<file path="src/rtl/alu_operand_stage.sv">
// ID/EX operand stage feeding the 64-bit ALU: registers decoded operands, then applies
// XZR zeroing, EX/MEM and MEM/WB forwarding and ALUSrc selection in the EX cycle.
module alu_operand_stage #(
  parameter int DATA_W = 64,
  parameter int REG_AW = 5
) (
  input  logic              Clk,
  input  logic              Reset_n,
  input  logic              IdValid,
  input  logic [REG_AW-1:0] IdRA,
  input  logic [REG_AW-1:0] IdRB,
  input  logic [DATA_W-1:0] IdDataA,
  input  logic [DATA_W-1:0] IdDataB,
  input  logic [DATA_W-1:0] IdImm,
  input  logic              IdALUSrc,
  input  logic [3:0]        IdALUCtrl,
  input  logic [REG_AW-1:0] IdRW,
  input  logic              IdRegWr,
  input  logic              MemRegWr,
  input  logic [REG_AW-1:0] MemRW,
  input  logic [DATA_W-1:0] MemResult,
  input  logic              WbRegWr,
  input  logic [REG_AW-1:0] WbRW,
  input  logic [DATA_W-1:0] WbResult,
  input  logic              Stall,
  input  logic              Flush,
  output logic [DATA_W-1:0] BusA,
  output logic [DATA_W-1:0] BusB,
  output logic [3:0]        ALUCtrl,
  output logic              ExValid,
  output logic [REG_AW-1:0] ExRW,
  output logic              ExRegWr,
  output logic              IllegalOp
);

  localparam logic [REG_AW-1:0] XZR = {REG_AW{1'b1}};

  localparam logic [3:0] OP_AND  = 4'd0;
  localparam logic [3:0] OP_OR   = 4'd1;
  localparam logic [3:0] OP_ADD  = 4'd2;
  localparam logic [3:0] OP_SUB  = 4'd6;
  localparam logic [3:0] OP_PASS = 4'd7;

  // Operand source resolution, first match wins; a write to XZR never forwards.
  function automatic logic [DATA_W-1:0] fwdOperand(
    input logic [REG_AW-1:0] srcIdx,
    input logic [DATA_W-1:0] regData,
    input logic              memWr,
    input logic [REG_AW-1:0] memIdx,
    input logic [DATA_W-1:0] memData,
    input logic              wbWr,
    input logic [REG_AW-1:0] wbIdx,
    input logic [DATA_W-1:0] wbData
  );
    logic [DATA_W-1:0] res;
    if (srcIdx == XZR)
      res = '0;
    else if (memWr && (memIdx == srcIdx) && (memIdx != XZR))
      res = memData;
    else if (wbWr && (wbIdx == srcIdx) && (wbIdx != XZR))
      res = wbData;
    else
      res = regData;
    return res;
  endfunction

  function automatic logic isLegalOp(input logic [3:0] op);
    logic legal;
    case (op)
      OP_AND, OP_OR, OP_ADD, OP_SUB, OP_PASS: legal = 1'b1;
      default:                                legal = 1'b0;
    endcase
    return legal;
  endfunction

  logic              vldP1;
  logic [REG_AW-1:0] rAP1;
  logic [REG_AW-1:0] rBP1;
  logic [DATA_W-1:0] dataAP1;
  logic [DATA_W-1:0] dataBP1;
  logic [DATA_W-1:0] immP1;
  logic              aluSrcP1;
  logic [3:0]        aluCtrlP1;
  logic [REG_AW-1:0] rwP1;
  logic              regWrP1;

  // ---- ID -> EX register boundary ----
  always_ff @(posedge Clk or negedge Reset_n) begin
    if (!Reset_n) begin
      vldP1     <= 1'b0;
      regWrP1   <= 1'b0;
      rAP1      <= '0;
      rBP1      <= '0;
      dataAP1   <= '0;
      dataBP1   <= '0;
      immP1     <= '0;
      aluSrcP1  <= 1'b0;
      aluCtrlP1 <= '0;
      rwP1      <= '0;
    end else if (Flush) begin
      vldP1   <= 1'b0;
      regWrP1 <= 1'b0;
    end else if (!Stall) begin
      vldP1     <= IdValid;
      regWrP1   <= IdRegWr & IdValid;
      rAP1      <= IdRA;
      rBP1      <= IdRB;
      dataAP1   <= IdDataA;
      dataBP1   <= IdDataB;
      immP1     <= IdImm;
      aluSrcP1  <= IdALUSrc;
      aluCtrlP1 <= IdALUCtrl;
      rwP1      <= IdRW;
    end
  end

  // ---- EX cycle: forwarding and operand select against live Mem/Wb inputs ----
  logic [DATA_W-1:0] fwdA;
  logic [DATA_W-1:0] fwdB;
  logic [DATA_W-1:0] opB;

  always_comb begin
    fwdA = fwdOperand(rAP1, dataAP1, MemRegWr, MemRW, MemResult, WbRegWr, WbRW, WbResult);
    fwdB = fwdOperand(rBP1, dataBP1, MemRegWr, MemRW, MemResult, WbRegWr, WbRW, WbResult);
    opB  = aluSrcP1 ? immP1 : fwdB;
  end

  // A bubble presents AND 0,0 to the ALU.
  assign BusA      = vldP1 ? fwdA      : '0;
  assign BusB      = vldP1 ? opB       : '0;
  assign ALUCtrl   = vldP1 ? aluCtrlP1 : '0;
  assign ExValid   = vldP1;
  assign ExRW      = rwP1;
  assign ExRegWr   = regWrP1;
  assign IllegalOp = vldP1 & ~isLegalOp(aluCtrlP1);

endmodule

</file>
<file path="config.mk">
export PLATFORM = sky130hd
export DESIGN_NAME = alu_operand_stage
export DESIGN_NICKNAME = d
export VERILOG_FILES = /design/src/rtl/alu_operand_stage.sv
export SDC_FILE = /design/constraint.sdc
export NUM_CORES = 1
export LEC_CHECK = 0
export ABC_AREA = 1
export CORE_AREA = 8 8 189 191
export DETAILED_ROUTE_END_ITERATION = 16
export DIE_AREA = 0 0 197 199
export PLACE_DENSITY_LB_ADDON = 0.08
export SKIP_CTS_REPAIR_TIMING = 1
export SYNTH_ARGS = -nofsm -noshare
export SYNTH_HDL_FRONTEND = slang
export SYNTH_SLANG_ARGS = --single-unit
</file>
<file path="constraint.sdc">
create_clock -name Clk -period 2 [get_ports Clk]
set_input_delay 0.4 -clock Clk [delete_from_list [all_inputs] [get_ports Clk]]
set_output_delay 0.4 -clock Clk [all_outputs]
set_load 0.1 [all_outputs]
</file>
Yosys cells after proc, flatten, opt, wreduce, memory -nomap -nowiden
Cells that the tools add are included.

Bits in registers: 214. Latch bits: 0. RAM bits: 0. Memory bits (read-only): 0. Input bits: 358. Output and inout bits: 140. Memories kept: 0.

Add/sub/neg operators: 0. $mul: 0. Divide/modulo/power cells: 0. Magnitude comparators: 0. Equality and inequality tests: 13. Shift-type cells: 0. Mux-type cells: 15. Bitwise logic cells: 5. Reduce and logical (&&, ||, !) cells: 11.

Operator list (number): 64-bit two-way mux (9); 5-bit == test (4); 5-bit == test, second input constant (2); 5-bit != test, second input constant (2); 4-bit by 3-bit == test with 1-bit output, second input constant (2); 1-bit logical AND (8); 1-bit two-way mux (5); 5-bit OR reduction (1); 4-bit by 1-bit == test with 1-bit output, second input constant (1); 4-bit by 2-bit == test with 1-bit output, second input constant (1); 4-bit zero test (1); 4-bit two-way mux (1); 1-bit NOT (3); 1-bit bitwise AND (2); 2-bit by 1-bit != test with 1-bit output, second input constant (1); 2-bit AND reduction (1).

Depth between registers and ports, before layout
Word-level depth: 8. Gate-level depth with buffers: 13.

Worst setup path before layout
Ideal clock, no wire load.

Kind: register to output. Start point: register vldP1, in the netlist ExValid. End point: output BusB[0]. Data arrival time: 2.836 ns. Required time: 1.600 ns. Slack: -1.236 ns. Stages on the path, launching flop included: 4. Buffers on the path: 1. Cell sequence: dfrtp_1 > inv_1 > clkbuf_1 > a21oi_1.

Word-level cells in the longest chain between the ends: 1.

Ends and longest elaborated chain: start, declared (line 76) `logic vldP1;`; start signal, assigned (line 104) `vldP1 <= IdValid;`; 64-bit two-way mux (line 130) `assign BusB = vldP1 ? opB : '0;`; end, declared (line 28) `output logic [DATA_W-1:0] BusB,`.

No other way between the ends.

Final worst setup path
Start point: register rAP1[3]. End point: output BusA[23].

Word-level cells in the longest chain between the ends: 7. Elaborated cells on any way between the ends: 11. Classes of those cells: 3 x eq/ne; 4 x mux; 4 x reduce/logical.

Ends and longest elaborated chain: start, declared (line 77) `logic [REG_AW-1:0] rAP1;`; start signal, assigned (line 106) `rAP1 <= IdRA;`; 5-bit == test (line 60) `else if (wbWr && (wbIdx == srcIdx) && (wbIdx != XZR))`; 1-bit logical AND (2 in series) (line 60); 64-bit two-way mux (line 60); 64-bit two-way mux (line 58) `else if (memWr && (memIdx == srcIdx) && (memIdx != XZR))`; 64-bit two-way mux * (line 56) `if (srcIdx == XZR)`; 64-bit two-way mux * (line 129) `assign BusA = vldP1 ? fwdA : '0;`; end, declared (line 27) `output logic [DATA_W-1:0] BusA,`.

Every way passes the cells marked *; elsewhere a longest branch is shown, timed or not.

==> results_dict.tcl <==
set metrics [dict create \
    critPathLaunchType "flip-flop" \
    io_buffers 497 \
    clk_pin_slew_worst_paths_ns 0.06 \
    pin_count 498 \
    total_power_mw 16.8 \
    gp_congestion 0.927 \
    crit_type "flip-flop to output port" \
    failed_checks "setup timing" \
    ys_async_sr_fraction_pct 100 \
    dp.cells 3096 \
    hold_path.class "input port to asynchronous set/reset pin" \
    overflow 0 \
    cp-end-kind "output port" \
    critPathMaxFanout 7 \
    final_common_cell "nand2_1" \
    fillers 2316 \
    cts_root_buf "clkbuf_16" \
    first_pass_iters 5 \
    core_sq_mm 0.0329 \
    clk_latency_ns 0.53 \
    synth_nets 2557 \
    tightest_slew_ns 0.400 \
    grt_setup_unrepaired "yes" \
    gr-usage-all-layers_pct 31.1 \
    synth_warnings 0 \
    grt_pass1_wl_microns 95200 \
    grt_pass1_vias 16444 \
    r2r-start "ExValid$_DFFE_PN0P_" \
    fmax_mhz 339 \
    htree_levels 1 \
    numCtsBuffers 26 \
    drive_gt1_share_pct 31.8 \
    drcViolationCount 0 \
    mostFrequentLayoutCells "nand2_1, clkdlybuf4s50_1, dfrtp_1, nand3_2, inv_1" \
    rows 67 \
    whs_ns 0.366 \
    final_nets 3087 \
    synth_area_sq_mm 0.0140 \
    synthCells 2199 \
    synth_edf_count 0 \
    slew_headroom_pct 73.4 \
    ff2ff_path_depth 4 \
    finalHoldViolCount 0 \
    fin_tns_setup_ns -112.52 \
    rr_endpoint "ExValid$_DFFE_PN0P_" \
    vias_per_cell 5.31 \
    powerDensity_mw_per_mm2 653 \
    routed_wl_microns 69600 \
    die_width_microns 197 \
    critPathRequiredTime_ns 1.60 \
    fin_ws_ns -0.949 \
    fin_crit_sh_pct 147 \
    antenna_found_initial 29 \
    drt_iter0_drc 1457 \
    leakagePower_nw 12.4 \
    die_height_microns 199 \
    vias 17101 \
    antenna_left 0 \
    r2r_slack_ns 0.86 \
    drv_cap 0 \
    grt_max_degree 66 \
    start_util_pct 42.6 \
    ys_ff_latch 214 \
    crit_start "rAP1[3]$_DFFE_PN0P_" \
    die-area_sq_mm 0.0392 \
    preCtsSetupSlack_ns -0.872 \
    min_period_ns 2.95 \
    synthFlopType "dfrtp_1" \
    cp.arrival_ns 2.55 \
    ys_seq_area_share_pct 38.3 \
    ir_worst_vdd_mv 0.679 \
    finalMaxSlewViolations 0 \
    syn_avg_cell_area_sq_um 6.36 \
    status "finished, violations left" \
    fin_cells 3218 \
    ys_types 32 \
    synthToLayoutAreaGrowth_pct 84.1 \
    post_drt_wl_per_cell_microns 21.6 \
    cts_tree "built" \
    clock-skew-final_ns 0 \
    setup_viol 131 \
    dp.final_hpwl_microns 47100 \
    clockBufferDepth 3 \
    cts.sinks 214 \
]
state kept, by name, summed over array words and instances (netlist names):
name and count:
ExRW 5, rBP1 5, ExValid 1, rAP1 5, dataBP1 64, immP1 64, ExRegWr 1, aluSrcP1 1
aluCtrlP1 4, dataAP1 64
cells in the mapped netlist (3+ instances only):
| cell type | count | area [sq um] |
|---|---|---|
| a21oi_1 | 6 | 30.0 |
| xor2_1 | 3 | 26.3 |
| o21ai_1 | 50 | 250 |
| buf_2 | 59 | 295 |
| dfrtp_1 | 214 | 5360 |
| nor2_1 | 13 | 48.8 |
| a21oi_2 | 61 | 534 |
| inv_2 | 5 | 18.8 |
| buf_1 | 3 | 11.3 |
| o21ai_0 | 27 | 135 |
| inv_1 | 280 | 1050 |
| clkbuf_1 | 52 | 195 |
| buf_6 | 17 | 191 |
| buf_4 | 6 | 45.0 |
| nand2_1 | 1047 | 3930 |
| nor3_1 | 4 | 20.0 |
| clkbuf_2 | 5 | 25.0 |
| nand3_1 | 330 | 1650 |
worst max path at each step:
stage	endpoint	slack, ns	cells past startpoint
after floorplan	IllegalOp	-0.58	2
after global placement	BusA[28]	-0.84	11
after detailed placement	BusA[28]	-0.87	11
after CTS	BusA[28]	-0.92	11
after global routing	BusA[39]	-1.03	12
final	BusA[23]	-0.95	12
final cells by class:
type / instances / area (sq um) / share of cell area, %
Clock buffer: 37 / 783 / 3.04
Antenna cell: 23 / 57.6 / 0.224
Inverter: 286 / 1330 / 5.18
Sequential cell: 214 / 5360 / 20.8
Clock inverter: 9 / 100 / 0.389
Multi-Input combinational cell: 1555 / 8960 / 34.8
Timing Repair Buffer: 646 / 8590 / 33.3
Tap cell: 448 / 561 / 2.18
logic make-up (layout without fill, tap and decap cells):
group	after synthesis	count (layout)	synth area share [%]
XOR/XNOR	5	5	0.313
AO/OA/AOI/OAI	147	147	7.02
buffers and inverters	430	978	13.3
other	0	23	0
flip-flops	214	214	38.3
AND/OR/NAND/NOR	1403	1403	41.1
metal layers:
metal / share of wire, % / GRT usage (%) / routed length [microns]
met1: 37 / 37.7 / 25800
met2: 48 / 50.9 / 33500
met3: 9.2 / 7.90 / 6420
met4: 5.5 / 15.3 / 3820
met5: 0.17 / 0 / 115
critical path, cell delays in order, from the launching register on:
cell and delay [ns]:
dfrtp_1 0.37, inv_2 0.06, a21oi_2 0.17, nand3_2 0.13, buf_6 0.14, nor3_4 0.24, buf_6 0.20, clkbuf_16 0.19
nand3_2 0.08, nand3_2 0.09, nand2_2 0.07, clkinvlp_4 0.08, buf_12 0.17
metrics by stage:
| step | utilization (%) | cell area (sq um) |
|---|---|---|
| detailed placement | 69.7 | 22900 |
| CTS | 72.4 | 23800 |
| finish | 78.3 | 25700 |
| global route | 78.3 | 25700 |
| global placement | 69.7 | 22900 |
| floorplan | - | 15700 |
power breakdown:
part           internal, mW  switching [mW]  leakage, nW
clock                  2.96            1.95        0.435
sequential             4.87           0.354         2.64
combinational          2.64            4.04         9.36
(Power assumes the default switching activity.)
